## src/rtl/memory_arbiter_if.sv

```systemverilog
// Wishbone-style bus bundle shared by the two requesters and the memory slave.
// The master drives the request fields; the slave returns data, ack and err.
interface wishbone_interface;
  logic        cyc;
  logic        stb;
  logic        we;
  logic [31:0] adr;
  logic [3:0]  sel;
  logic [31:0] dat_mosi;
  logic [31:0] dat_r;
  logic        ack;
  logic        err;

  modport master (
    output cyc, stb, we, adr, sel, dat_mosi,
    input  dat_r, ack, err
  );

  modport slave (
    input  cyc, stb, we, adr, sel, dat_mosi,
    output dat_r, ack, err
  );
endinterface

```

## src/rtl/memory_arbiter.sv

```systemverilog
// Two-port (fetch/memory stage) round-robin arbiter onto a single memory slave.
// Optional busy timeout is enabled with the ARBITER_TIMEOUT_EN macro.
//
// state | meaning
// IDLE  | no grant; mem_wb outputs held at 0, waiting for a valid latch
// BUSY  | owner's latched request driven on mem_wb until ack/err (or timeout)
module memory_arbiter #(
  parameter int unsigned TIMEOUT_CYCLES = 16
) (
  input  logic              clk,
  input  logic              rst,
  wishbone_interface.slave  instr_wb,
  wishbone_interface.slave  data_wb,
  wishbone_interface.master mem_wb
);

  typedef enum logic {IDLE, BUSY} state_e;
  typedef enum logic {INSTR, DATA} port_e;

  typedef struct packed {
    logic        we;
    logic [31:0] adr;
    logic [3:0]  sel;
    logic [31:0] dat;
  } req_t;

  if (TIMEOUT_CYCLES < 1 || TIMEOUT_CYCLES > 255) begin : g_bad_timeout
    $error("memory_arbiter: TIMEOUT_CYCLES must be within 1..255");
  end

  state_e state_q, state_d;
  port_e  owner_q, owner_d;
  port_e  last_q, last_d;
  logic   i_vld_q, i_vld_d;
  logic   d_vld_q, d_vld_d;
  req_t   i_req_q, d_req_q;
  req_t   cur_req;
  logic   i_new, d_new;
  logic   busy, done, timeout_hit;
  logic   resp_ack, resp_err;

  assign i_new = instr_wb.cyc && instr_wb.stb && !i_vld_q;
  assign d_new = data_wb.cyc  && data_wb.stb  && !d_vld_q;

  // Gating with rst keeps every output quiet during the reset cycle itself.
  assign busy = (state_q == BUSY) && !rst;
  assign done = busy && (mem_wb.ack || mem_wb.err || timeout_hit);

`ifdef ARBITER_TIMEOUT_EN
  localparam logic [7:0] TMO_LAST = 8'(TIMEOUT_CYCLES - 1);
  logic [7:0] tmo_cnt_q, tmo_cnt_d;

  assign timeout_hit = busy && !mem_wb.ack && !mem_wb.err && (tmo_cnt_q == TMO_LAST);
  assign tmo_cnt_d   = (state_q == BUSY && state_d == BUSY) ? tmo_cnt_q + 8'd1 : 8'd0;

  always_ff @(posedge clk) begin
    if (rst) tmo_cnt_q <= 8'd0;
    else     tmo_cnt_q <= tmo_cnt_d;
  end
`else
  assign timeout_hit = 1'b0;
`endif

  always_ff @(posedge clk) begin
    if (rst) begin
      state_q <= IDLE;
      owner_q <= INSTR;
      last_q  <= INSTR;
      i_vld_q <= 1'b0;
      d_vld_q <= 1'b0;
      i_req_q <= '0;
      d_req_q <= '0;
    end else begin
      state_q <= state_d;
      owner_q <= owner_d;
      last_q  <= last_d;
      i_vld_q <= i_vld_d;
      d_vld_q <= d_vld_d;
      if (i_new) i_req_q <= '{instr_wb.we, instr_wb.adr, instr_wb.sel, instr_wb.dat_mosi};
      if (d_new) d_req_q <= '{data_wb.we, data_wb.adr, data_wb.sel, data_wb.dat_mosi};
    end
  end

  always_comb begin
    state_d = state_q;
    owner_d = owner_q;
    last_d  = last_q;
    i_vld_d = i_vld_q | i_new;
    d_vld_d = d_vld_q | d_new;
    case (state_q)
      IDLE: begin
        if (i_vld_q && d_vld_q) begin
          owner_d = (last_q == INSTR) ? DATA : INSTR;
          last_d  = owner_d;
          state_d = BUSY;
        end else if (i_vld_q) begin
          owner_d = INSTR;
          last_d  = INSTR;
          state_d = BUSY;
        end else if (d_vld_q) begin
          owner_d = DATA;
          last_d  = DATA;
          state_d = BUSY;
        end
      end
      BUSY: begin
        if (done) begin
          state_d = IDLE;
          if (owner_q == DATA) d_vld_d = 1'b0;
          else                 i_vld_d = 1'b0;
        end
      end
      default: state_d = IDLE;
    endcase
  end

  assign cur_req = (owner_q == DATA) ? d_req_q : i_req_q;

  assign mem_wb.cyc      = busy;
  assign mem_wb.stb      = busy;
  assign mem_wb.we       = busy & cur_req.we;
  assign mem_wb.adr      = busy ? cur_req.adr : 32'h0;
  assign mem_wb.sel      = busy ? cur_req.sel : 4'h0;
  assign mem_wb.dat_mosi = busy ? cur_req.dat : 32'h0;

  // err dominates ack when the slave raises both.
  assign resp_err = mem_wb.err | timeout_hit;
  assign resp_ack = mem_wb.ack & ~resp_err;

  assign instr_wb.ack   = busy && (owner_q == INSTR) && resp_ack;
  assign instr_wb.err   = busy && (owner_q == INSTR) && resp_err;
  assign instr_wb.dat_r = (busy && owner_q == INSTR) ? mem_wb.dat_r : 32'h0;

  assign data_wb.ack    = busy && (owner_q == DATA) && resp_ack;
  assign data_wb.err    = busy && (owner_q == DATA) && resp_err;
  assign data_wb.dat_r  = (busy && owner_q == DATA) ? mem_wb.dat_r : 32'h0;

endmodule

```

## src/flat_wrapper.sv

```systemverilog
// flat-port wrapper written by rule: the top's interface ports become plain ports
module memory_arbiter_flat 
#(
  parameter int unsigned TIMEOUT_CYCLES = 16
)
  (clk, rst, instr_wb_cyc, instr_wb_stb, instr_wb_we, instr_wb_adr, instr_wb_sel, instr_wb_dat_mosi, instr_wb_dat_r, instr_wb_ack, instr_wb_err, data_wb_cyc, data_wb_stb, data_wb_we, data_wb_adr, data_wb_sel, data_wb_dat_mosi, data_wb_dat_r, data_wb_ack, data_wb_err, mem_wb_cyc, mem_wb_stb, mem_wb_we, mem_wb_adr, mem_wb_sel, mem_wb_dat_mosi, mem_wb_dat_r, mem_wb_ack, mem_wb_err);
  wishbone_interface instr_wb_i ();
  wishbone_interface data_wb_i ();
  wishbone_interface mem_wb_i ();
  input  logic clk;
  input  logic rst;
  input wire logic [$bits(instr_wb_i.cyc)-1:0] instr_wb_cyc;
  input wire logic [$bits(instr_wb_i.stb)-1:0] instr_wb_stb;
  input wire logic [$bits(instr_wb_i.we)-1:0] instr_wb_we;
  input wire logic [$bits(instr_wb_i.adr)-1:0] instr_wb_adr;
  input wire logic [$bits(instr_wb_i.sel)-1:0] instr_wb_sel;
  input wire logic [$bits(instr_wb_i.dat_mosi)-1:0] instr_wb_dat_mosi;
  output wire logic [$bits(instr_wb_i.dat_r)-1:0] instr_wb_dat_r;
  output wire logic [$bits(instr_wb_i.ack)-1:0] instr_wb_ack;
  output wire logic [$bits(instr_wb_i.err)-1:0] instr_wb_err;
  input wire logic [$bits(data_wb_i.cyc)-1:0] data_wb_cyc;
  input wire logic [$bits(data_wb_i.stb)-1:0] data_wb_stb;
  input wire logic [$bits(data_wb_i.we)-1:0] data_wb_we;
  input wire logic [$bits(data_wb_i.adr)-1:0] data_wb_adr;
  input wire logic [$bits(data_wb_i.sel)-1:0] data_wb_sel;
  input wire logic [$bits(data_wb_i.dat_mosi)-1:0] data_wb_dat_mosi;
  output wire logic [$bits(data_wb_i.dat_r)-1:0] data_wb_dat_r;
  output wire logic [$bits(data_wb_i.ack)-1:0] data_wb_ack;
  output wire logic [$bits(data_wb_i.err)-1:0] data_wb_err;
  output wire logic [$bits(mem_wb_i.cyc)-1:0] mem_wb_cyc;
  output wire logic [$bits(mem_wb_i.stb)-1:0] mem_wb_stb;
  output wire logic [$bits(mem_wb_i.we)-1:0] mem_wb_we;
  output wire logic [$bits(mem_wb_i.adr)-1:0] mem_wb_adr;
  output wire logic [$bits(mem_wb_i.sel)-1:0] mem_wb_sel;
  output wire logic [$bits(mem_wb_i.dat_mosi)-1:0] mem_wb_dat_mosi;
  input wire logic [$bits(mem_wb_i.dat_r)-1:0] mem_wb_dat_r;
  input wire logic [$bits(mem_wb_i.ack)-1:0] mem_wb_ack;
  input wire logic [$bits(mem_wb_i.err)-1:0] mem_wb_err;
  assign instr_wb_i.cyc = instr_wb_cyc;
  assign instr_wb_i.stb = instr_wb_stb;
  assign instr_wb_i.we = instr_wb_we;
  assign instr_wb_i.adr = instr_wb_adr;
  assign instr_wb_i.sel = instr_wb_sel;
  assign instr_wb_i.dat_mosi = instr_wb_dat_mosi;
  assign instr_wb_dat_r = instr_wb_i.dat_r;
  assign instr_wb_ack = instr_wb_i.ack;
  assign instr_wb_err = instr_wb_i.err;
  assign data_wb_i.cyc = data_wb_cyc;
  assign data_wb_i.stb = data_wb_stb;
  assign data_wb_i.we = data_wb_we;
  assign data_wb_i.adr = data_wb_adr;
  assign data_wb_i.sel = data_wb_sel;
  assign data_wb_i.dat_mosi = data_wb_dat_mosi;
  assign data_wb_dat_r = data_wb_i.dat_r;
  assign data_wb_ack = data_wb_i.ack;
  assign data_wb_err = data_wb_i.err;
  assign mem_wb_cyc = mem_wb_i.cyc;
  assign mem_wb_stb = mem_wb_i.stb;
  assign mem_wb_we = mem_wb_i.we;
  assign mem_wb_adr = mem_wb_i.adr;
  assign mem_wb_sel = mem_wb_i.sel;
  assign mem_wb_dat_mosi = mem_wb_i.dat_mosi;
  assign mem_wb_i.dat_r = mem_wb_dat_r;
  assign mem_wb_i.ack = mem_wb_ack;
  assign mem_wb_i.err = mem_wb_err;
  memory_arbiter #(.TIMEOUT_CYCLES(TIMEOUT_CYCLES)) u_core (.clk(clk), .rst(rst), .instr_wb(instr_wb_i), .data_wb(data_wb_i), .mem_wb(mem_wb_i));
endmodule
```

## config.mk

```make
export PLATFORM = sky130hd
export DESIGN_NAME = memory_arbiter_flat
export DESIGN_NICKNAME = d
export VERILOG_FILES = /design/src/rtl/memory_arbiter_if.sv /design/src/rtl/memory_arbiter.sv /design/src/flat_wrapper.sv
export SDC_FILE = /design/constraint.sdc
export NUM_CORES = 1
export LEC_CHECK = 0
export ABC_AREA = 1
export CORE_ASPECT_RATIO = 0.75
export CORE_UTILIZATION = 46
export DETAILED_ROUTE_END_ITERATION = 8
export GPL_TIMING_DRIVEN = 0
export PLACE_DENSITY = 0.92
export SYNTH_ARGS = -nofsm -noshare
export SYNTH_HDL_FRONTEND = slang
export SYNTH_SLANG_ARGS = --single-unit
export TNS_END_PERCENT = 50
```

## constraint.sdc

```tcl
create_clock -name clk -period 1.75 [get_ports clk]
set_input_delay 0.2625 -clock clk [delete_from_list [all_inputs] [get_ports clk]]
set_output_delay 0.2625 -clock clk [all_outputs]
set_load 0.1 [all_outputs]
```

==> results of run 1 <==
## synth_stat cells
library cell	count
inv_2	3
buf_4	2
inv_1	174
a21oi_1	2
dfxtp_1	142
buf_2	50
buf_6	6
nand3_1	3
clkbuf_1	6
nor2_2	1
nand2_1	355
nor3_2	1
o21ai_2	36
buf_1	3
nor3_1	2
o21ai_0	35
nor2_1	346
nor2_4	1
## metal layers
metal  overflow  global-route usage
met4         11               0.815
met3          0               0.556
met2          9               0.955
met5          0               0.213
met1          0               0.700
## logic make-up after synthesis
logic type / after synthesis
AO/OA/AOI/OAI: 73
buffers and inverters: 244
AND/OR/NAND/NOR: 709
flip-flops: 142
## per-stage QoR
step / setup WS (ns) / hold slack, ns / cell area [sq um]
floorplan: -0.718 / 0.324 / 8200
global placement: -1.69 / 0.477 / 11600
detailed placement: -1.67 / 0.486 / 11600
CTS: -0.290 / 0.260 / 13900
## repair_timing
action | in CTS
gates resized for setup | 1293
buffers inserted | 7
pin swaps | 6
gates cloned | 4
setup endpoints to repair | 139
==> metrics.md, run 1 <==
| Metric | Value |
|---|---|
| DP HPWL | `20100 um` |
| Die X | `145 um` |
| Post-synthesis compound-gate area fraction | `0.0709` |
| FP Rows | `38` |
| Root Driver | `clkbuf_16` |
| Worst_ep grt | `mem_wb_dat_mosi[30]` |
| #FFs+latches synth | `142` |
| Simple-Gate Fraction of Synth Area | `0.380` |
| GP Congestion | `0.924` |
| Post-synth top area cell | `dfxtp_1` |
| Cell count after placement | `1684` |
| Synth area leaders | `dfxtp_1 (40%), nand2_1 (19%), nor2_1 (18%)` |
| Status | `stopped before the end` |
| CTS Sinks | `142` |
| Largest net degree at the start of global routing | `17` |
| CTS max path bufs | `2` |
| Hold-fix buffer count after cts | `0` |
| I/O Buffers | `316` |
| Post-synthesis sequential area ratio | `0.403` |
| Cell count after synthesis | `1168` |
| Die H | `109 um` |
| Synthesized Nets | `1346` |
| Initial antenna violation count | `8` |
| Overall Global Routing Usage | `0.737` |
| Mapped Avg Cell Area | `6.04 sq um` |
| Global route total overflow | `20` |
| Last stage | `global routing` |
| Largest family of logic cells by synthesized area | `simple AND/OR/NAND/NOR gates` |
| First error | `[ERROR GRT-0232] Routing congestion too high. Check the congestion heatmap in the GUI.` |
| Synth Warn # | `0` |
| Xor/xnor share of the synthesized area | `0` |
| Number of H-tree levels | `4` |
| Synth unique cells | `18` |
| Initial core utilization | `0.479` |
| Boundary pin count | `317` |
| Area of the mapped netlist | `7060 sq um` |
| Top cell type's share of synthesized area | `0.403` |
| Post-Synth Adder-Cell Area | `0` |
| WEP type | `top-level output` |
| Inserted Clock Buffers | `17` |
| Post-synthesis mux area share | `0` |
==> inputs of run 2 (changes only) <==
--- a/config.mk
+++ b/config.mk
@@ -6,11 +6,10 @@
 export NUM_CORES = 1
 export LEC_CHECK = 0
 export ABC_AREA = 1
-export CORE_ASPECT_RATIO = 0.75
-export CORE_UTILIZATION = 46
+export CORE_UTILIZATION = 35
 export DETAILED_ROUTE_END_ITERATION = 8
 export GPL_TIMING_DRIVEN = 0
-export PLACE_DENSITY = 0.92
+export PLACE_DENSITY_LB_ADDON = 0.15
 export SYNTH_ARGS = -nofsm -noshare
 export SYNTH_HDL_FRONTEND = slang
 export SYNTH_SLANG_ARGS = --single-unit
==> run 2 against run 1 <==
Against the previous run:
- the flow now finishes, with violations (setup timing)
- synthesized cell count unchanged
- area after synthesis did not move
==> metrics.md, run 2 <==
| Metric | Value |
|---|---|
| Ys flop type | `dfxtp_1` |
| Comb pwr share | `0.238` |
| Synth area leaders | `dfxtp_1 (40%), nand2_1 (19%), nor2_1 (18%)` |
| Clock transition at path regs | `0.06 ns` |
| Most Crowded Layer GR | `met2` |
| Clock power frac | `0.395` |
| First-pass GRT wire length | `41200 um` |
| DRT Wirelength | `27300 um` |
| Post-synth top area cell | `dfxtp_1` |
| Top-count cell post-synth | `nand2_1` |
| Overall Global Routing Usage | `0.263` |
| Initial core utilization | `0.360 (-0.119)` |
| Inserted Clock Buffers | `17 (unchanged)` |
| Post-Layout Cell Count | `1804` |
| FP Rows | `51 (+34%)` |
| FILL cells | `1466` |
| Sequential group share of total power | `0.367` |
| #FFs+latches synth | `142 (unchanged)` |
| Net switching power | `2.89 mW` |
| Post-synthesis async set-or-reset flop share | `0 (unchanged)` |
| Power per cell area | `679 nW/um^2` |
| Reg2Reg Depth | `7` |
| Post-synth top cells | `nand2_1 (355), nor2_1 (346), inv_1 (174)` |
| TritonRoute pass-1 iters | `5` |
| Slew headroom | `0.628` |
| Top cell type's share of synthesized area | `0.403 (unchanged)` |
| Routing usage on met3 | `0.0712` |
| Switching Share | `0.297` |
| Root Driver | `clkbuf_16` |
| Vias in the first global route | `7773` |
| Synth Warn # | `0 (unchanged)` |
| Commonest cells after routing, fill and taps aside | `nand2_1 (328), nor2_1 (280), clkdlybuf4s50_1 (176), inv_1 (174), buf_12 (153)` |
| Status | `finished with violations` |
| Die X | `144 um (-0.71%)` |
| Layout cells sized above 1 | `0.275` |
| Final count of hold timing violations | `0` |
| Max_cap viols | `0` |
| Register-to-register setup slack | `0.35 ns` |
| GP Congestion | `0.786 (-15%)` |
| Mapped Avg Cell Area | `6.04 sq um (unchanged)` |
| Detailed Route Iter0 Violations | `314` |
| Skew-Pair Late Insertion Delay | `0.42 ns` |
| Maximum clock frequency | `485 MHz` |
| Pre-CTS setup slack | `-1.73 ns (-0.0607 ns)` |
| Antenna viol nets, final | `0` |
| Synthesized Nets | `1346 (unchanged)` |
| Hold Path Stages | `2` |
| Core Area | `19600 sq um` |
| Post-synth EDFFs | `0 (unchanged)` |
| Die ar. | `20700 sq um` |
| Hold crit path type | `input pin to flop` |
| Worst Path Arrival | `1.80 ns` |
| Final Max Slew Viols | `0` |
| Final #Nets | `1703` |
| Largest regs | `u_core.d_req_q (69), u_core.i_req_q (69)` |
| Period Utilization, post-route | `1.18` |
| Failing checks | `setup timing` |
| Setup CP Type | `flop to primary output` |
| Final Skew | `0.00725 ns` |
| Largest net degree at the start of global routing | `17` |
| Worst setup SP type | `flop` |
| Peak supply drop | `0.645 mV` |
| Die H | `144 um (+32%)` |
| Vias per inst | `4.47` |
| CTS Sinks | `142 (unchanged)` |
| Worst endpoint required time | `1.49 ns` |
| Worst slew pin tran | `0.558 ns` |
| Number of H-tree levels | `4 (unchanged)` |
| Global route total overflow | `0` |
| Initial antenna violation count | `1` |
| Met1 Use GR | `0.321` |
| CP endpoint kind | `primary output` |
| Synth unique cells | `18 (unchanged)` |
| Fin crit period | `2.06 ns` |
| Critical-path maximum fanout | `10` |
| RSZ-0062 raised after global routing | `yes` |
| Static leakage power | `6.45 nW` |
| GRT met2 Usage | `0.455` |
| Cell count after synthesis | `1168 (unchanged)` |
| Worst setup margin | `-0.310 ns` |
| Boundary pin count | `317 (unchanged)` |
| Internal power | `6.84 mW` |
| Final setup vio count | `139` |
| Post-synthesis sequential area ratio | `0.403 (unchanged)` |
| Remaining DRCs | `0` |
| Drt wl/cell | `15.2 um` |
| Tot Pwr | `9.73 mW` |
| Routed vias | `8066` |
| CTS tree | `built` |
| DP HPWL | `18200 um (-9.4%)` |
| Commonest non-fill, non-tap cell in the layout | `nand2_1` |
| Area Growth Syn to Fin | `103%` |
| CTS max path bufs | `2 (unchanged)` |
| I/O Buffers | `316 (unchanged)` |
| Cell count after placement | `1749 (+3.9%)` |
| Area of the mapped netlist | `7060 sq um (unchanged)` |
==> run 2: cell counts after synthesis <==
No cell type changed its count.
==> run 2: stage by stage <==
step           hold WS (ns)  setup TNS (ns)  utilization  area, sq um
3_5_place_dp          0.485         -203.90        0.597        11700
2_1_floorplan         0.324          -72.96            -         8200
5_1_grt               0.265          -41.92        0.731        14300
4_1_cts               0.247          -34.42        0.716        14000
6_report              0.262          -32.39        0.732        14300
3_3_place_gp          0.476         -203.12        0.597        11700
==> run 2: kinds of logic (layout without fill, tap and decap cells) <==
group	count (synthesis)	after routing	share of synthesized area
buffers and inverters	244	612	0.146
AOI/OAI and AO/OA	73	73	0.0709
other	0	2	0
DFF	142	142	0.403
and+or+nand+nor	709	710	0.380
==> run 2: cell type report <==
cell class / count / area (sq um) / area share
multi-input combinational: 783 / 4420 / 0.308
inverter: 177 / 667 / 0.0465
sequential: 142 / 2850 / 0.199
timing repair buffer: 337 / 4880 / 0.341
clock buffer: 23 / 498 / 0.0347
tap: 265 / 332 / 0.0231
buffer: 67 / 557 / 0.0388
antenna: 2 / 5.00 / 0.000349
clock inverter: 8 / 128 / 0.00890
==> run 2: worst paths after layout <==
| check | startpoint | endpoint |
|---|---|---|
| worst max-delay path | u_core.state_q | instr_wb_dat_r[12] |
| worst max register to register | u_core.d_vld_q | u_core.d_req_q[41] |
| worst min-delay path | rst | u_core.owner_q |
| worst min register to register | u_core.d_vld_q | u_core.owner_q |
==> run 2: worst max-delay path, stage by stage, from the launching register on <==
cell and delay (ns):
dfxtp_2 0.36, inv_2 0.06, nor2_4 0.14, nand2_4 0.10, buf_12 0.17, buf_4 0.23
nor2_4 0.14, buf_12 0.18
==> run 2: power by group through the flow <==
| stage | sequential (mW) | combinational [mW] | clock (mW) |
|---|---|---|---|
| floorplan | 3.61 | 1.33 | 0 |
| global placement | 3.62 | 2.02 | 0 |
| detailed placement | 3.63 | 2.04 | 0 |
| CTS | 3.56 | 2.26 | 3.88 |
| global route | 3.59 | 2.50 | 4.02 |
| finish | 3.57 | 2.32 | 3.85 |
==> run 2: routing by layer <==
layer / vias to the layer above / wire, um
met3: 25 / 1840
met1: 3694 / 11200
met2: 255 / 13900
li1: 4092 / -
met5: - / 0
met4: 0 / 372
==> run 2: what timing repair did <==
action | in CTS | in global routing
endpoints found under the setup margin | 139 | 139
pin swaps | 5 | 4
gates resized for setup | 1272 | 68
setup buffers | 14 | 2
gates cloned | 5 | 1
hold buffers | 0 | 0
No activity file was read; power rests on OpenSTA's default activity.
==> inputs of run 3 (changes only) <==
--- a/config.mk
+++ b/config.mk
@@ -6,6 +6,7 @@
 export NUM_CORES = 1
 export LEC_CHECK = 0
 export ABC_AREA = 1
+export CORE_ASPECT_RATIO = 0.6
 export CORE_UTILIZATION = 35
 export DETAILED_ROUTE_END_ITERATION = 8
 export GPL_TIMING_DRIVEN = 0
==> run 3 against run 2 <==
Against the previous run:
- the flow still finishes with violations (setup timing)
- combinational power about the same
- clock skew increased by 0.0018 ns
- global-route usage increased by 0.47 points
- via count increased by 1.9%
- cell area increased by 1.3%
- utilization increased by 1.8 points
- first-iteration DRC count increased by 73%
- clock-buffer cell count unchanged
- worst setup slack got worse by 0.018 ns
- sequential share of layout area decreased by 0.25 points
- register-to-register slack got worse by 0.04 ns
- critical path type unchanged
- critical endpoint is now instr_wb_dat_r[11]
- largest power group unchanged
==> metrics.md, run 3 (synthesis gave the netlist of run 2 again) <==
| Metric | Value |
|---|---|
| Antenna viol nets, final | `0 (unchanged)` |
| Commonest cells after routing, fill and taps aside | `nand2_1 (314), nor2_1 (280), clkdlybuf4s50_1 (176), inv_1 (174), buf_12 (152)` |
| Hold endpoint | `u_core.state_q` |
| Status | `finished with violations` |
| Die ar. | `20800 sq um (about the same)` |
| Final Max Slew Viols | `0 (unchanged)` |
| Worst endpoint required time | `1.49 ns (about the same)` |
| FF/Latch Area | `2850 sq um (unchanged)` |
| Core Area | `19400 sq um (-1.1%)` |
| Fin crit period | `2.08 ns (+0.0184 ns)` |
| Hold-fix buffer count after cts | `0 (unchanged)` |
| Pre-CTS setup slack | `-1.54 ns (+0.185 ns)` |
| Maximum clock frequency | `481 MHz (-0.88%)` |
| Power per cell area | `673 nW/um^2 (-0.94%)` |
| Routed vias | `8219 (+1.9%)` |
| First-pass GRT wire length | `42300 um (+2.6%)` |
| FILL cells | `1381 (-5.8%)` |
| GP Congestion | `0.827 (+5.2%)` |
| R2r endpoint | `u_core.i_req_q[12]` |
| Final #Nets | `1710 (+0.41%)` |
| Reg2Reg Depth | `7 (unchanged)` |
| Inserted Clock Buffers | `17 (unchanged)` |
| CTS Sinks | `142 (unchanged)` |
| Initial core utilization | `0.364 (+0.00405)` |
| Static leakage power | `6.64 nW (+2.9%)` |
| Critical-path maximum fanout | `10 (unchanged)` |
| Area of the multi-input gates | `4500 sq um (+1.8%)` |
| Crit-path max cell delay | `0.36 ns (about the same)` |
| Final core utilization | `0.749 (+0.0175)` |
| Layout cells sized above 1 | `0.287 (+0.0122)` |
| TritonRoute pass-1 iters | `5 (unchanged)` |
| Worst min-delay path startpoint | `rst` |
| CTS max path bufs | `2 (unchanged)` |
| Crit-path slowest cell | `dfxtp_2` |
| Final Cell Area | `14500 sq um (+1.3%)` |
| Area Growth Syn to Fin | `106%` |
| Boundary pin count | `317 (unchanged)` |
| Vias per inst | `4.54 (+1.5%)` |
| CP bufs+invs | `4 (unchanged)` |
| Final Skew | `0.00900 ns (+0.00176 ns)` |
| Failing checks | `setup timing` |
| Detailed Route Iter0 Violations | `543 (+73%)` |
| Final count of hold timing violations | `0 (unchanged)` |
| FP Rows | `39 (-24%)` |
| Die H | `112 um (-22%)` |
| DRT Wirelength | `28800 um (+5.5%)` |
| Post-placement cell area | `11700 sq um (about the same)` |
| Setup CP Type | `flop to primary output` |
| Final setup vio count | `137 (-1.4%)` |
| Remaining DRCs | `0 (unchanged)` |
| CTS tree | `built` |
| Worst-path cell chain | `inv_2 -> nor2_4 -> nand2_4 -> buf_12 -> buf_4 -> nor2_4 -> buf_12` |
| Global route total overflow | `0 (unchanged)` |
| Number of H-tree levels | `4 (unchanged)` |
| Initial antenna violation count | `2 (+1)` |
| Largest net degree at the start of global routing | `17 (unchanged)` |
| Skew-Pair Late Insertion Delay | `0.42 ns (about the same)` |
| Cell family with most CP delay | `buffers and inverters` |
| Period Utilization, post-route | `1.19 (+0.0105)` |
| Hold crit path type | `input pin to flop` |
| Worst setup SP type | `flop` |
| Setup crit start | `u_core.state_q` |
| Register-to-register setup slack | `0.31 ns (-0.04 ns)` |
| DP HPWL | `19400 um (+6.5%)` |
| Vias in the first global route | `7846 (+0.94%)` |
| Worst setup margin | `-0.328 ns (-0.0184 ns)` |
| Worst Path Arrival | `1.82 ns (+0.02 ns)` |
| Setup TNS | `-36.51 ns (-4.12 ns)` |
| Slew headroom | `0.626 (-0.00203)` |
| Largest regs | `u_core.d_req_q (69), u_core.i_req_q (69)` |
| CP endpoint kind | `primary output` |
| R2R Path Start | `u_core.i_vld_q` |
| Peak supply drop | `0.729 mV (+13%)` |
| Die X | `185 um (+29%)` |
| Overall Global Routing Usage | `0.268 (+0.00466)` |
| Max_cap viols | `0 (unchanged)` |
| I/O Buffers | `316 (unchanged)` |
| Commonest non-fill, non-tap cell in the layout | `nand2_1` |
| Root Driver | `clkbuf_16` |
| Drt wl/cell | `15.9 um (+5.1%)` |
| Clock transition at path regs | `0.06 ns (about the same)` |
| Worst slew pin tran | `0.561 ns (+0.00304 ns)` |
| Hold Path Stages | `2 (unchanged)` |
| Diode count | `0 (-2)` |
| RSZ-0062 raised after global routing | `yes` |
==> run 3: cell count changes in the layout (fill, tap and decap cells not counted), moves of 4 or more <==
| cell | before | now |
|---|---|---|
| buf_4 | 11 | 17 |
| clkbuf_16 | 18 | 22 |
| nand2_1 | 328 | 314 |
| nand2_2 | 24 | 29 |
| nand2_4 | 2 | 11 |
==> run 3: report_power, final <==
| part | internal (mW) | switching, mW | leakage, nW |
|---|---|---|---|
| combinational | 0.941 | 1.39 | 5.18 |
| clock | 2.40 | 1.45 | 0.296 |
| sequential | 3.47 | 0.113 | 1.17 |
==> run 3: worst max-delay path by stage <==
stage / slack [ns] / cells past startpoint / endpoint
6_report: -0.33 / 7 / instr_wb_dat_r[11]
5_1_grt: -0.40 / 7 / instr_wb_dat_r[11]
4_1_cts: -0.30 / 7 / mem_wb_adr[0]
3_5_place_dp: -1.54 / 6 / data_wb_dat_r[26]
3_3_place_gp: -1.57 / 6 / data_wb_dat_r[26]
2_1_floorplan: -0.72 / 6 / instr_wb_ack
==> run 3: metrics by stage <==
step                hold WS, ns  power (mW)  std cells
floorplan                 0.324        4.93       1168
global placement          0.478        5.64       1750
detailed placement        0.487        5.67       1750
CTS                       0.249        9.71       1801
global route              0.279        10.1       1811
finish                    0.294        9.76       1811
==> run 3: repair_timing <==
item                                     CTS  global route
gates cloned                               5             4
pin swaps                                  6             4
endpoints found under the setup margin   139           139
gates resized for setup                 1296            66
setup buffers                             14             7
==> run 3: per-layer routing <==
metal	vias to the layer above	track usage	routed length (um)
met1	3787	0.370	13200
met3	33	0.0612	1960
met2	286	0.416	13200
li1	4111	-	-
met5	-	0	13
met4	2	0.0777	433
==> run 3: layout make-up <==
class | instances | share of cell area
Buffer | 66 | 0.0365
Timing Repair Buffer | 346 | 0.346
Inverter | 177 | 0.0459
Multi-Input combinational cell | 782 | 0.310
Sequential cell | 142 | 0.196
Clock inverter | 9 | 0.00905
Clock buffer | 23 | 0.0336
Tap cell | 266 | 0.0229
